`config.mk`:
```
export PLATFORM = sky130hd
export DESIGN_NAME = lamp_conflict_monitor
export DESIGN_NICKNAME = d
export VERILOG_FILES = /design/src/rtl/lamp_conflict_monitor_pkg.sv /design/src/rtl/lamp_conflict_monitor_dir_tracker.sv /design/src/rtl/lamp_conflict_monitor.sv
export SDC_FILE = /design/constraint.sdc
export NUM_CORES = 1
export LEC_CHECK = 0
export ABC_AREA = 1
export BUFFER_PORTS_ARGS = -buffer_cell sky130_fd_sc_hd__buf_2
export CORE_UTILIZATION = 55
export CTS_CLUSTER_DIAMETER = 80
export DETAILED_ROUTE_END_ITERATION = 16
export PLACE_DENSITY_LB_ADDON = 0.1
export SLEW_MARGIN = 30
export SYNTH_ARGS = -nofsm -noshare
export SYNTH_HDL_FRONTEND = slang
export SYNTH_SLANG_ARGS = --single-unit
```
`constraint.sdc`:
```
create_clock -name clk -period 4.1 [get_ports clk]
set_input_delay 0.41 -clock clk [delete_from_list [all_inputs] [get_ports clk]]
set_output_delay 0.41 -clock clk [all_outputs]
set_load 0.05 [all_outputs]
```
`src/rtl/lamp_conflict_monitor_pkg.sv`:
```
// Shared types and constants for the intersection lamp conflict monitor.
package tlc_mon_pkg;

    typedef enum logic [1:0] {PH_R, PH_G, PH_Y, PH_INV} phase_t;
    typedef enum logic [1:0] {ARMING, RUN, FAULT} state_t;

    localparam logic [2:0] FC_NONE     = 3'd0;
    localparam logic [2:0] FC_CONFLICT = 3'd1;
    localparam logic [2:0] FC_ONEHOT   = 3'd2;
    localparam logic [2:0] FC_SEQ      = 3'd3;
    localparam logic [2:0] FC_YSHORT   = 3'd4;
    localparam logic [2:0] FC_STUCK    = 3'd5;

    localparam int FV_CONFLICT = 0;
    localparam int FV_ONEHOT   = 1;
    localparam int FV_SEQ      = 2;
    localparam int FV_YSHORT   = 3;
    localparam int FV_STUCK    = 4;

    function automatic phase_t decode_phase(input logic r, input logic y, input logic g);
        case ({r, y, g})
            3'b100:  decode_phase = PH_R;
            3'b010:  decode_phase = PH_Y;
            3'b001:  decode_phase = PH_G;
            default: decode_phase = PH_INV;
        endcase
    endfunction

    // Lowest code wins when several checks fire in the same sample.
    function automatic logic [2:0] first_code(input logic [4:0] v);
        if (v[FV_CONFLICT])    first_code = FC_CONFLICT;
        else if (v[FV_ONEHOT]) first_code = FC_ONEHOT;
        else if (v[FV_SEQ])    first_code = FC_SEQ;
        else if (v[FV_YSHORT]) first_code = FC_YSHORT;
        else if (v[FV_STUCK])  first_code = FC_STUCK;
        else                   first_code = FC_NONE;
    endfunction

endpackage

```
`src/rtl/lamp_conflict_monitor_dir_tracker.sv`:
```
// One direction's phase decode, previous phase, yellow/hold counters and raw check flags.
// Counters track every sample regardless of top state so history is valid on arming.
module lamp_dir_tracker
    import tlc_mon_pkg::*;
#(
    parameter int YELLOW_MIN = 500,
    parameter int TIMEOUT    = 4000,
    parameter int CWIDTH     = 16
) (
    input  logic clk,
    input  logic rst,
    input  logic r,
    input  logic y,
    input  logic g,
    output logic onehot_err,
    output logic seq_err,
    output logic yshort_err,
    output logic stuck_err,
    output logic non_red,
    output logic valid
);
    localparam logic [CWIDTH-1:0] CMAX = '1;
    localparam logic [CWIDTH-1:0] YMIN = CWIDTH'(YELLOW_MIN);
    localparam logic [CWIDTH-1:0] TMO  = CWIDTH'(TIMEOUT);

    phase_t            cur;
    phase_t            prev;
    logic [CWIDTH-1:0] ycnt;
    logic [CWIDTH-1:0] hcnt;
    logic              same;

    assign cur  = decode_phase(r, y, g);
    assign same = (cur == prev);

    always_ff @(posedge clk) begin
        if (!rst) begin
            prev <= PH_R;
            ycnt <= '0;
            hcnt <= '0;
        end else begin
            prev <= cur;
            if (cur == PH_Y)
                ycnt <= (ycnt == CMAX) ? ycnt : ycnt + 1'b1;
            else
                ycnt <= '0;
            if (same)
                hcnt <= (hcnt == CMAX) ? hcnt : hcnt + 1'b1;
            else
                hcnt <= CWIDTH'(1);
        end
    end

    assign onehot_err = (cur == PH_INV);
    assign seq_err    = (prev == PH_G && cur == PH_R) ||
                        (prev == PH_Y && cur == PH_G) ||
                        (prev == PH_R && cur == PH_Y);
    // ycnt still holds the length of the yellow run that just ended.
    assign yshort_err = (prev == PH_Y) && (cur == PH_R) && (ycnt < YMIN);
    assign stuck_err  = same && (hcnt == TMO);
    assign non_red    = (cur == PH_G) || (cur == PH_Y);
    assign valid      = (cur != PH_INV);

endmodule

```
`src/rtl/lamp_conflict_monitor.sv`:
```
// Intersection lamp safety monitor: registers lamps, checks both directions, latches first fault.
// Fault appears two cycles after the offending lamp pattern; cleared only by clr_fault in FAULT.
module lamp_conflict_monitor
    import tlc_mon_pkg::*;
#(
    parameter int YELLOW_MIN = 500,
    parameter int TIMEOUT    = 4000,
    parameter int ARM_CYCLES = 4,
    parameter int CWIDTH     = 16
) (
    input  logic       clk,
    input  logic       rst,
    input  logic       ns_red,
    input  logic       ns_yellow,
    input  logic       ns_green,
    input  logic       ew_red,
    input  logic       ew_yellow,
    input  logic       ew_green,
    input  logic       clr_fault,
    output logic       armed,
    output logic       fault,
    output logic [2:0] fault_code,
    output logic [4:0] fault_vec
);
    localparam int          AW       = (ARM_CYCLES > 1) ? $clog2(ARM_CYCLES) : 1;
    localparam logic [AW-1:0] ARM_LAST = AW'(ARM_CYCLES - 1);

    logic [2:0]    ns_s, ew_s;
    logic          ns_oh, ns_seq, ns_ys, ns_st, ns_nr, ns_ok;
    logic          ew_oh, ew_seq, ew_ys, ew_st, ew_nr, ew_ok;
    logic          conflict, clean;
    logic [4:0]    fired;
    logic [AW-1:0] arm_cnt;
    state_t        state;

    always_ff @(posedge clk) begin
        if (!rst) begin
            ns_s <= '0;
            ew_s <= '0;
        end else begin
            ns_s <= {ns_red, ns_yellow, ns_green};
            ew_s <= {ew_red, ew_yellow, ew_green};
        end
    end

    lamp_dir_tracker #(.YELLOW_MIN(YELLOW_MIN), .TIMEOUT(TIMEOUT), .CWIDTH(CWIDTH)) u_ns (
        .clk(clk), .rst(rst), .r(ns_s[2]), .y(ns_s[1]), .g(ns_s[0]),
        .onehot_err(ns_oh), .seq_err(ns_seq), .yshort_err(ns_ys), .stuck_err(ns_st),
        .non_red(ns_nr), .valid(ns_ok)
    );

    lamp_dir_tracker #(.YELLOW_MIN(YELLOW_MIN), .TIMEOUT(TIMEOUT), .CWIDTH(CWIDTH)) u_ew (
        .clk(clk), .rst(rst), .r(ew_s[2]), .y(ew_s[1]), .g(ew_s[0]),
        .onehot_err(ew_oh), .seq_err(ew_seq), .yshort_err(ew_ys), .stuck_err(ew_st),
        .non_red(ew_nr), .valid(ew_ok)
    );

    assign conflict = ns_nr & ew_nr;
    assign clean    = ns_ok & ew_ok & ~conflict;

    // Conflict is watched in every state; the rest only once history is trusted.
    always_comb begin
        fired = '0;
        fired[FV_CONFLICT] = conflict;
        if (state == RUN) begin
            fired[FV_ONEHOT] = ns_oh | ew_oh;
            fired[FV_SEQ]    = ns_seq | ew_seq;
            fired[FV_YSHORT] = ns_ys | ew_ys;
            fired[FV_STUCK]  = ns_st | ew_st;
        end
    end

    always_ff @(posedge clk) begin
        if (!rst) begin
            state      <= ARMING;
            arm_cnt    <= '0;
            armed      <= 1'b0;
            fault      <= 1'b0;
            fault_code <= FC_NONE;
            fault_vec  <= '0;
        end else begin
            case (state)
                ARMING: begin
                    if (fired != '0) begin
                        state      <= FAULT;
                        fault      <= 1'b1;
                        fault_code <= first_code(fired);
                        fault_vec  <= fired;
                        arm_cnt    <= '0;
                    end else if (clean) begin
                        if (arm_cnt == ARM_LAST) begin
                            state   <= RUN;
                            armed   <= 1'b1;
                            arm_cnt <= '0;
                        end else begin
                            arm_cnt <= arm_cnt + 1'b1;
                        end
                    end else begin
                        arm_cnt <= '0;
                    end
                end
                RUN: begin
                    if (fired != '0) begin
                        state      <= FAULT;
                        armed      <= 1'b0;
                        fault      <= 1'b1;
                        fault_code <= first_code(fired);
                        fault_vec  <= fired;
                    end
                end
                FAULT: begin
                    if (clr_fault && fired == '0) begin
                        state      <= ARMING;
                        arm_cnt    <= '0;
                        fault      <= 1'b0;
                        fault_code <= FC_NONE;
                        fault_vec  <= '0;
                    end else begin
                        fault_vec  <= fault_vec | fired;
                    end
                end
                default: begin
                    state   <= ARMING;
                    arm_cnt <= '0;
                    armed   <= 1'b0;
                end
            endcase
        end
    end

endmodule

```
==> run summary, run 1 <==
WS Path Type: reg -> reg
Postcts setup bufs: 0
Data arrival, critical path: 2560 ps
Mapped Area: 4790 µm²
Setup TNS: 0 ps
Vias in the first global route: 4,067
Synthesized flop and latch total: 88
CTS resizes: 0
Reg2reg end: u_ew.hcnt[14]
Placed wire-length estimate: 7470 µm
Gp weighted congestion: 0.878
Total track usage: 0.239
Top Ports: 19
Final Critical Period: 2310 ps
Routed vias/inst: 5.26
Netlist cell types: 43
Drt drc: 0
HP Class: in -> reg
Synth area leader: dfxtp_1
Layout cells sized above 1: 0.124
Fillers: 791
Core Area: 8340 µm²
Required time worst endpoint: 4350 ps
Cell count after synthesis: 696
CP max-delay cell: nor2_1
Crit path capture type: flop
Die ar.: 9080 µm²
Async S/R FF share, synth: 0
R2R depth: 10
Period utilization: 0.562
DR pass1 iterations: 5
Number of flops mapped to enable cells by yosys: 0
Top-area cell type share of the netlist area: 0.368
Max Clock Freq: 434 MHz
Worst R2R Start: ew_s[2]
Leak Pwr: 2.10 nW
Clk_lat worst skew: 360 ps
Clk root buf: clkbuf_8
Fin. max-slew vios: 0
Clock network power share: 0.396
Least-Margin Pin Slew: 617 ps
NetSw: 0.403 mW
PD cells: 321 nW/µm²
Register area share after synthesis: 0.368
Drt wl/cell: 11.9 µm
Internal power: 1.27 mW
CP max stage delay: 340 ps
DRT iter0 DRCs: 235
Hold EP: ew_s[2]
Final setup vio count: 0
Hold-fix buffers at CTS: 0
Most used DFF post-synth: dfxtp_1
Sink Count: 88
Synthesized Nets: 718
RSZ-0062 raised after global routing: no
First-pass GRT wire length: 17,200 µm
H-tree level count: 3
Reg clk slew, reported paths: 80 ps
Top post-synthesis cells by area: dfxtp_1 (37%), nand2_1 (10%), inv_1 (7.8%)
Synthesis-to-layout area growth: 8.57%
Mean cell area of the mapped netlist: 6.88 µm²
Sw frac: 0.241
Final ANT Viol Nets: 0
# Max-Cap Violations: 0
Clock buffer depth: 2
Critical Path Source Type: flop
Yosys Warn Count: 0
Antenna violations before repair: 0
Inserted Clock Buffers: 9
Hold path depth: 3
Comb pwr share: 0.076
Post-synth top cells: nand2_1 (130), inv_1 (99), dfxtp_1 (88)
Ant. Diodes: 0
Layout Nets: 741
CTS tree: yes
Total power after layout: 1.67 mW
Die H: 95.3 µm
Final Hold Viols: 0
Flop pwr share: 0.527
Final Skew: 13.1 ps
FF-to-FF setup slack: 1790 ps
Crit-path cells: inv_2 > nand3_1 > ha_1 > nand2_2 > nand3b_1 > nand2_1 > nand2_1 > nor2_1 > inv_2 > a311oi_1
Starting Density: 0.574
Most frequent cell after synthesis: nand2_1
Remaining Overflow, GRT: 0
VDD IR max: 0.201 mV
Die X-Extent: 95.3 µm
Slew headroom: 0.587
Status: finished, final reports clean
Critical path fanouts, max: 10
Hold Startpoint: ew_red
IO buf count: 18
Total wire length: 9900 µm
Largest net degree at the start of global routing: 18
Via count: 4,361
Num rows: 33
-- critical path, delay by kind of cell (launching register included) --
family | cells | cell delay [ps]
fa+ha+maj | 1 | 310
compound gates | 1 | 310
flops | 1 | 320
simple gates | 6 | 1010
buf+inv | 2 | 250
-- worst max-delay path by stage --
stage	to	cells past startpoint	slack (ps)	start
after CTS	u_ew.hcnt[14]	10	1810	ew_s[2]
after global placement	fault_vec[0]	16	1890	ew_s[2]
after floorplan	fault_vec[0]	13	2130	ew_s[2]
final	u_ew.hcnt[14]	10	1790	ew_s[2]
after global routing	u_ew.hcnt[14]	10	1550	ew_s[2]
after detailed placement	u_ew.hcnt[14]	5	1830	rst
-- kinds of logic (layout without fill, tap and decap cells) --
group	count (synthesis)	count (layout)	synth area share
xor gates and xnor gates	17	17	0.0311
and+or+nand+nor	349	349	0.341
buffers and inverters	123	151	0.0985
AOI/OAI and AO/OA	106	106	0.127
DFF	88	88	0.368
adders and majority gates	13	13	0.0340
-- per-stage QoR --
stage	std cells	setup WS (ps)	hold WS [ps]	utilization	cell area [µm²]
floorplan	696	2130	448	-	4790
global placement	813	1890	455	0.597	4980
detailed placement	813	1830	459	0.597	4980
CTS	829	1810	224	0.623	5200
global route	829	1550	231	0.623	5200
finish	829	1790	243	0.623	5200
-- metal layers --
layer / track usage / vias up / routed length [µm]
met3: 0.0455 / 16 / 354
met4: 0.0859 / 0 / 159
met5: 0 / - / 0
li1: - / 2305 / -
met1: 0.298 / 1964 / 4820
met2: 0.408 / 76 / 4570
-- cells in the final DEF, fill, tap and decap left out, types with 2 or more instances in the layout --
cell,count
nand3_1,44
a31oi_1,7
nor3_2,3
bufinv_16,2
nand2_2,9
or2_2,3
nand3_2,6
inv_1,99
a211oi_1,4
dfxtp_1,88
clkinvlp_4,2
nand3_4,2
xnor2_1,3
nor3_1,32
xor2_1,14
o21ai_0,25
nand3b_1,2
nor4_1,9
nor2_2,10
nand4_1,13
nor2_4,3
inv_2,17
a21oi_1,55
nor2_1,81
clkbuf_8,10
nand2_1,130
ha_1,13
o32ai_1,2
o21ai_1,3
buf_2,18
-- power groups by stage --
stage / Sequential, mW / Clock, mW / Combinational [mW]
6_report: 0.880 / 0.662 / 0.127
5_1_grt: 0.883 / 0.714 / 0.146
4_1_cts: 0.880 / 0.685 / 0.128
3_5_place_dp: 0.900 / 0 / 0.127
3_3_place_gp: 0.900 / 0 / 0.124
2_1_floorplan: 0.905 / 0 / 0.0915
-- state kept, by name, indices dropped and copies added, names as in the netlist --
signal      count
fault_code      3
u_ew.prev       2
armed           1
ew_s            3
u_ew.ycnt      16
u_ns.prev       2
fault_vec       5
ns_s            3
u_ns.hcnt      16
fault           1
u_ns.ycnt      16
u_ew.hcnt      16
state           2
arm_cnt         2
-- area by class of cell --
type	count	area, µm²	share of cell area
clock buffers	11	141	0.0272
inverters	117	439	0.0845
well taps	105	131	0.0253
repair buffers	18	90.1	0.0173
flip-flops and latches	88	1760	0.339
multi-input cells	485	2550	0.491
clock inverters	5	80.1	0.0154
No activity file was read; power rests on OpenSTA's default activity.
==> run 2: changes to the inputs <==
Clock period 4.1 ns to 2.3 ns, I/O delays scaled along.
==> run summary, run 2 (same netlist as run 1, synthesis figures left out) <==
Ant. Diodes: 0
# Max-Cap Violations: 0
Clock buffer depth: 2
Via count: 4,390
VDD IR max: 0.372 mV
Largest net degree at the start of global routing: 17
Drt wl/cell: 12.1 µm
Area of the multi-input gates: 2580 µm²
Remaining Overflow, GRT: 0
Fillers: 794
CP max stage delay: 320 ps
Hold path depth: 3
Crit path capture type: flop
CP max-delay cell: dfxtp_1
Status: finished, final reports clean
Hold-fix buffers at CTS: 0
Total track usage: 0.238
Gp weighted congestion: 0.933
Clk_lat worst skew: 350 ps
Die ar.: 9080 µm²
Register area: 1760 µm²
Most frequent cells in the layout: nand2_1 (130), inv_1 (99), dfxtp_1 (86)
Placed wire-length estimate: 7690 µm
Sink Count: 88
Vias in the first global route: 4,037
Least-Margin Pin Slew: 454 ps
Final Critical Period: 2180 ps
Final ANT Viol Nets: 0
Final setup vio count: 0
Required time worst endpoint: 2550 ps
Placed Area: 5010 µm²
R2R depth: 13
Data arrival, critical path: 2430 ps
Reg clk slew, reported paths: 90 ps
Crit-path cells: inv_1 > nand3_4 > ha_1 > nand2_4 > nand2_1 > inv_2 > nor2_1 > nor2_2 > nand3_4 > nor2_4 > nand3_4 > a21oi_1 > nor2_1
WS Path Type: reg -> reg
Setup TNS: 0 ps
H-tree level count: 3
Critical path fanouts, max: 9
DRT iter0 DRCs: 155
Total power after layout: 2.94 mW
Drt drc: 0
Starting Density: 0.574
Routed vias/inst: 5.25
CTS tree: yes
Die X-Extent: 95.3 µm
Critical Path Source Type: flop
HP Class: in -> reg
Most common cell after layout, fill and taps aside: nand2_1
Final Hold Viols: 0
Most common cell on crit path: nand3_4
Top Ports: 19
PD cells: 558 nW/µm²
Period utilization: 0.946
IO buf count: 18
Inserted Clock Buffers: 9
Post-route cell area: 5280 µm²
Core Area: 8340 µm²
Final Skew: 8.44 ps
Die H: 95.3 µm
Synthesis-to-layout area growth: 10.2%
Util after Layout: 0.633
Total wire length: 10,100 µm
Slew headroom: 0.694
Fin. max-slew vios: 0
Leak Pwr: 2.13 nW
Num rows: 33
Layout Nets: 748
Antenna violations before repair: 0
Max Clock Freq: 460 MHz
First-pass GRT wire length: 17,300 µm
Layout cells sized above 1: 0.138
DR pass1 iterations: 4
Clk root buf: clkbuf_8
[run 2: changes by cell type in the layout (fill, tap and decap cells not counted), sizes merged]
| cell | before | now |
|---|---|---|
| buf | 18 | 25 |
| clkbuf | 11 | 10 |
| bufinv | 2 | 1 |
| clkinvlp | 2 | 1 |
| inv | 116 | 119 |
[run 2: worst paths after layout]
path | startpoint | slack (ps) | end
setup reg to reg | ns_s[2] | 120 | fault_vec[0]
setup / recovery | ns_s[2] | 120 | fault_vec[0]
hold / removal | ew_red | 50 | ew_s[2]
hold reg to reg | fault | 470 | fault
[run 2: area by class of cell]
class | instances | area share
Inverter | 117 | 0.0837
Tap cell | 105 | 0.0249
Clock inverter | 6 | 0.0142
Clock buffer | 10 | 0.0261
Multi-Input combinational cell | 485 | 0.490
Sequential cell | 88 | 0.334
Timing Repair Buffer | 25 | 0.0270
[run 2: timing repair]
item | 4_1_cts | 5_1_grt
endpoints found under the hold margin | 0 | 0
setup buffers | 0 | 2
gates resized for setup | 0 | 8
setup endpoints to repair | 0 | 15
[run 2: per-stage QoR]
stage	hold slack (ps)	setup slack, ps	std cells
floorplan	328	329	696
global placement	418	200	818
detailed placement	415	107	818
CTS	34.5	94.7	834
global route	48.4	-7.28	836
finish	53.0	125	836
[run 2: worst max-delay path: cells and delay by family, from the launching register on]
kind | cells | cell delay [ps]
buffers and inverters | 2 | 210
and+or+nand+nor | 9 | 1120
AOI/OAI and AO/OA | 1 | 170
adders and majority gates | 1 | 250
DFF | 1 | 320
[run 2: layer usage]
metal | up-vias | track usage | part of all wire
met5 | - | 0 | 0
met4 | 0 | 0.0505 | 0.0057
met3 | 7 | 0.0439 | 0.028
met2 | 56 | 0.420 | 0.48
met1 | 1994 | 0.301 | 0.48
li1 | 2333 | - | -
[run 2: where the power goes]
part,switching (mW),internal [mW]
Combinational,0.161,0.0774
Sequential,0.0236,1.55
Clock,0.585,0.549
==> run 3: changes to the inputs <==
Settings changed: CORE_ASPECT_RATIO from default to 0.8, PLACE_DENSITY from default to 0.72, PLACE_DENSITY_LB_ADDON 0.1 to default.
==> run summary, run 3 (same netlist as run 1, synthesis figures left out) <==
Status: finished, final reports clean
Synthesis-to-layout area growth: 10.7%
Reg clk slew, reported paths: 80 ps
Setup TNS: 0 ps
R2R depth: 13
Inserted Clock Buffers: 9
IO buf count: 18
Placed wire-length estimate: 7340 µm
Hold WS: 57.7 ps
Via count: 4,430
WS Path Type: reg -> reg
Setup WS post-layout: 173 ps
Critical path fanouts, max: 9
Most common cell on crit path: nand3_4
Critical Path End: fault_code[2]
Drt wl/cell: 11.6 µm
H-tree level count: 3
Final Critical Period: 2130 ps
CP max-delay cell: dfxtp_4
Drt drc: 0
Final ANT Viol Nets: 0
Layout cells sized above 1: 0.146
CTS tree: yes
Layout Nets: 750
Fillers: 776
DR pass1 iterations: 4
Clock buffer depth: 2
Vias in the first global route: 4,032
Fin. max-slew vios: 0
Most common cell after layout, fill and taps aside: nand2_1
Gp weighted congestion: 0.870
Max Clock Freq: 470 MHz
Slew headroom: 0.614
DRT iter0 DRCs: 227
VDD IR max: 0.421 mV
PD cells: 530 nW/µm²
Final Skew: 7.76 ps
Worst Setup SP: ns_s[0]
Crit-path cells: inv_1 > nand3_4 > ha_1 > nand2_4 > nand2_1 > inv_2 > nor2_1 > nor2_2 > nand3_4 > nor2_4 > nand3_2 > nand3_1 > a21oi_1
Antenna violations before repair: 0
Final setup vio count: 0
Sink Count: 88
Remaining Overflow, GRT: 0
Clk_lat worst skew: 350 ps
Leak Pwr: 2.14 nW
Total wire length: 9780 µm
Die ar.: 9090 µm²
Top Ports: 19
Worst R2R Start: ns_s[0]
Most frequent cells in the layout: nand2_1 (129), inv_1 (98), dfxtp_1 (85)
HP Class: in -> reg
Number of buffers and inverters on the critical path: 2
Clk root buf: clkbuf_8
Pre-CTS setup slack: 144 ps
CP top delay family: simple AND/OR/NAND/NOR gates
Die X-Extent: 106 µm
Die H: 85.5 µm
Critical Path Source Type: flop
Num rows: 30
Starting Density: 0.567
Least-Margin Pin Slew: 577 ps
Total track usage: 0.231
Hold-fix buffers at CTS: 0
Data arrival, critical path: 2370 ps
Required time worst endpoint: 2540 ps
Levels on crit path: 13
Final Hold Viols: 0
Crit path capture type: flop
Reg2reg end: fault_code[2]
# Max-Cap Violations: 0
First-pass GRT wire length: 17,100 µm
Largest net degree at the start of global routing: 17
Routed vias/inst: 5.24
RSZ-0062 raised after global routing: no
Ant. Diodes: 0
Core Area: 8450 µm²
Period utilization: 0.925
CP max stage delay: 360 ps
FF-to-FF setup slack: 170 ps
==> run 3: changes by cell type in the layout (fill, tap and decap cells not counted), moves of 2 or more <==
cell / delta
inv_6: -2
dfxtp_4: +2
clkinv_2: +3
clkbuf_8: +2
==> run 3: stage by stage <==
stage               cell area, µm²  cells  power [mW]   util
global route                  5300    845        2.95  0.628
detailed placement            5030    826        1.84  0.596
global placement              5030    826        1.83  0.596
finish                        5300    845        2.81  0.628
CTS                           5220    842        2.83  0.617
floorplan                     4790    696        1.78      -
==> run 3: power breakdown <==
group          internal (mW)  switching [mW]  total (mW)
clock network          0.477           0.516       0.992
logic                 0.0846           0.165       0.249
registers               1.55          0.0239        1.57
==> run 3: routing by layer <==
metal | up-vias | share of wire | wire length (µm) | global-route usage
met5 | - | 0 | 0 | 0
met4 | 0 | 0.011 | 111 | 0.0732
met3 | 11 | 0.040 | 393 | 0.0568
met2 | 80 | 0.45 | 4440 | 0.380
met1 | 2005 | 0.49 | 4830 | 0.296
li1 | 2334 | - | - | -
==> run 3: layout make-up <==
| cell class | instances | area [µm²] | area share |
|---|---|---|---|
| multi-input combinational | 486 | 2620 | 0.493 |
| sequential | 88 | 1770 | 0.334 |
| inverter | 117 | 442 | 0.0833 |
| clock buffer | 13 | 169 | 0.0319 |
| timing repair buffer | 26 | 150 | 0.0283 |
| tap | 112 | 140 | 0.0264 |
| clock inverter | 3 | 15.0 | 0.00283 |
==> run 3: how the worst min path moves through the flow <==
stage / from / to / slack (ps) / depth (start not counted)
after floorplan: ew_green / ew_s[0] / 330 / 2
after global placement: ew_green / ew_s[0] / 410 / 3
after detailed placement: ew_red / ew_s[2] / 420 / 3
after CTS: ew_red / ew_s[2] / 40 / 3
after global routing: ew_green / ew_s[0] / 60 / 3
final: ew_red / ew_s[2] / 60 / 3
==> run 3: tightest hold or removal path, stage by stage <==
cell	delay (ps)
buf_2	70
nand2_1	40
inv_1	40
==> run 3: timing repair <==
item,4_1_cts,5_1_grt
resized for setup,0,17
endpoints found under the setup margin,0,13
setup buffers,0,2
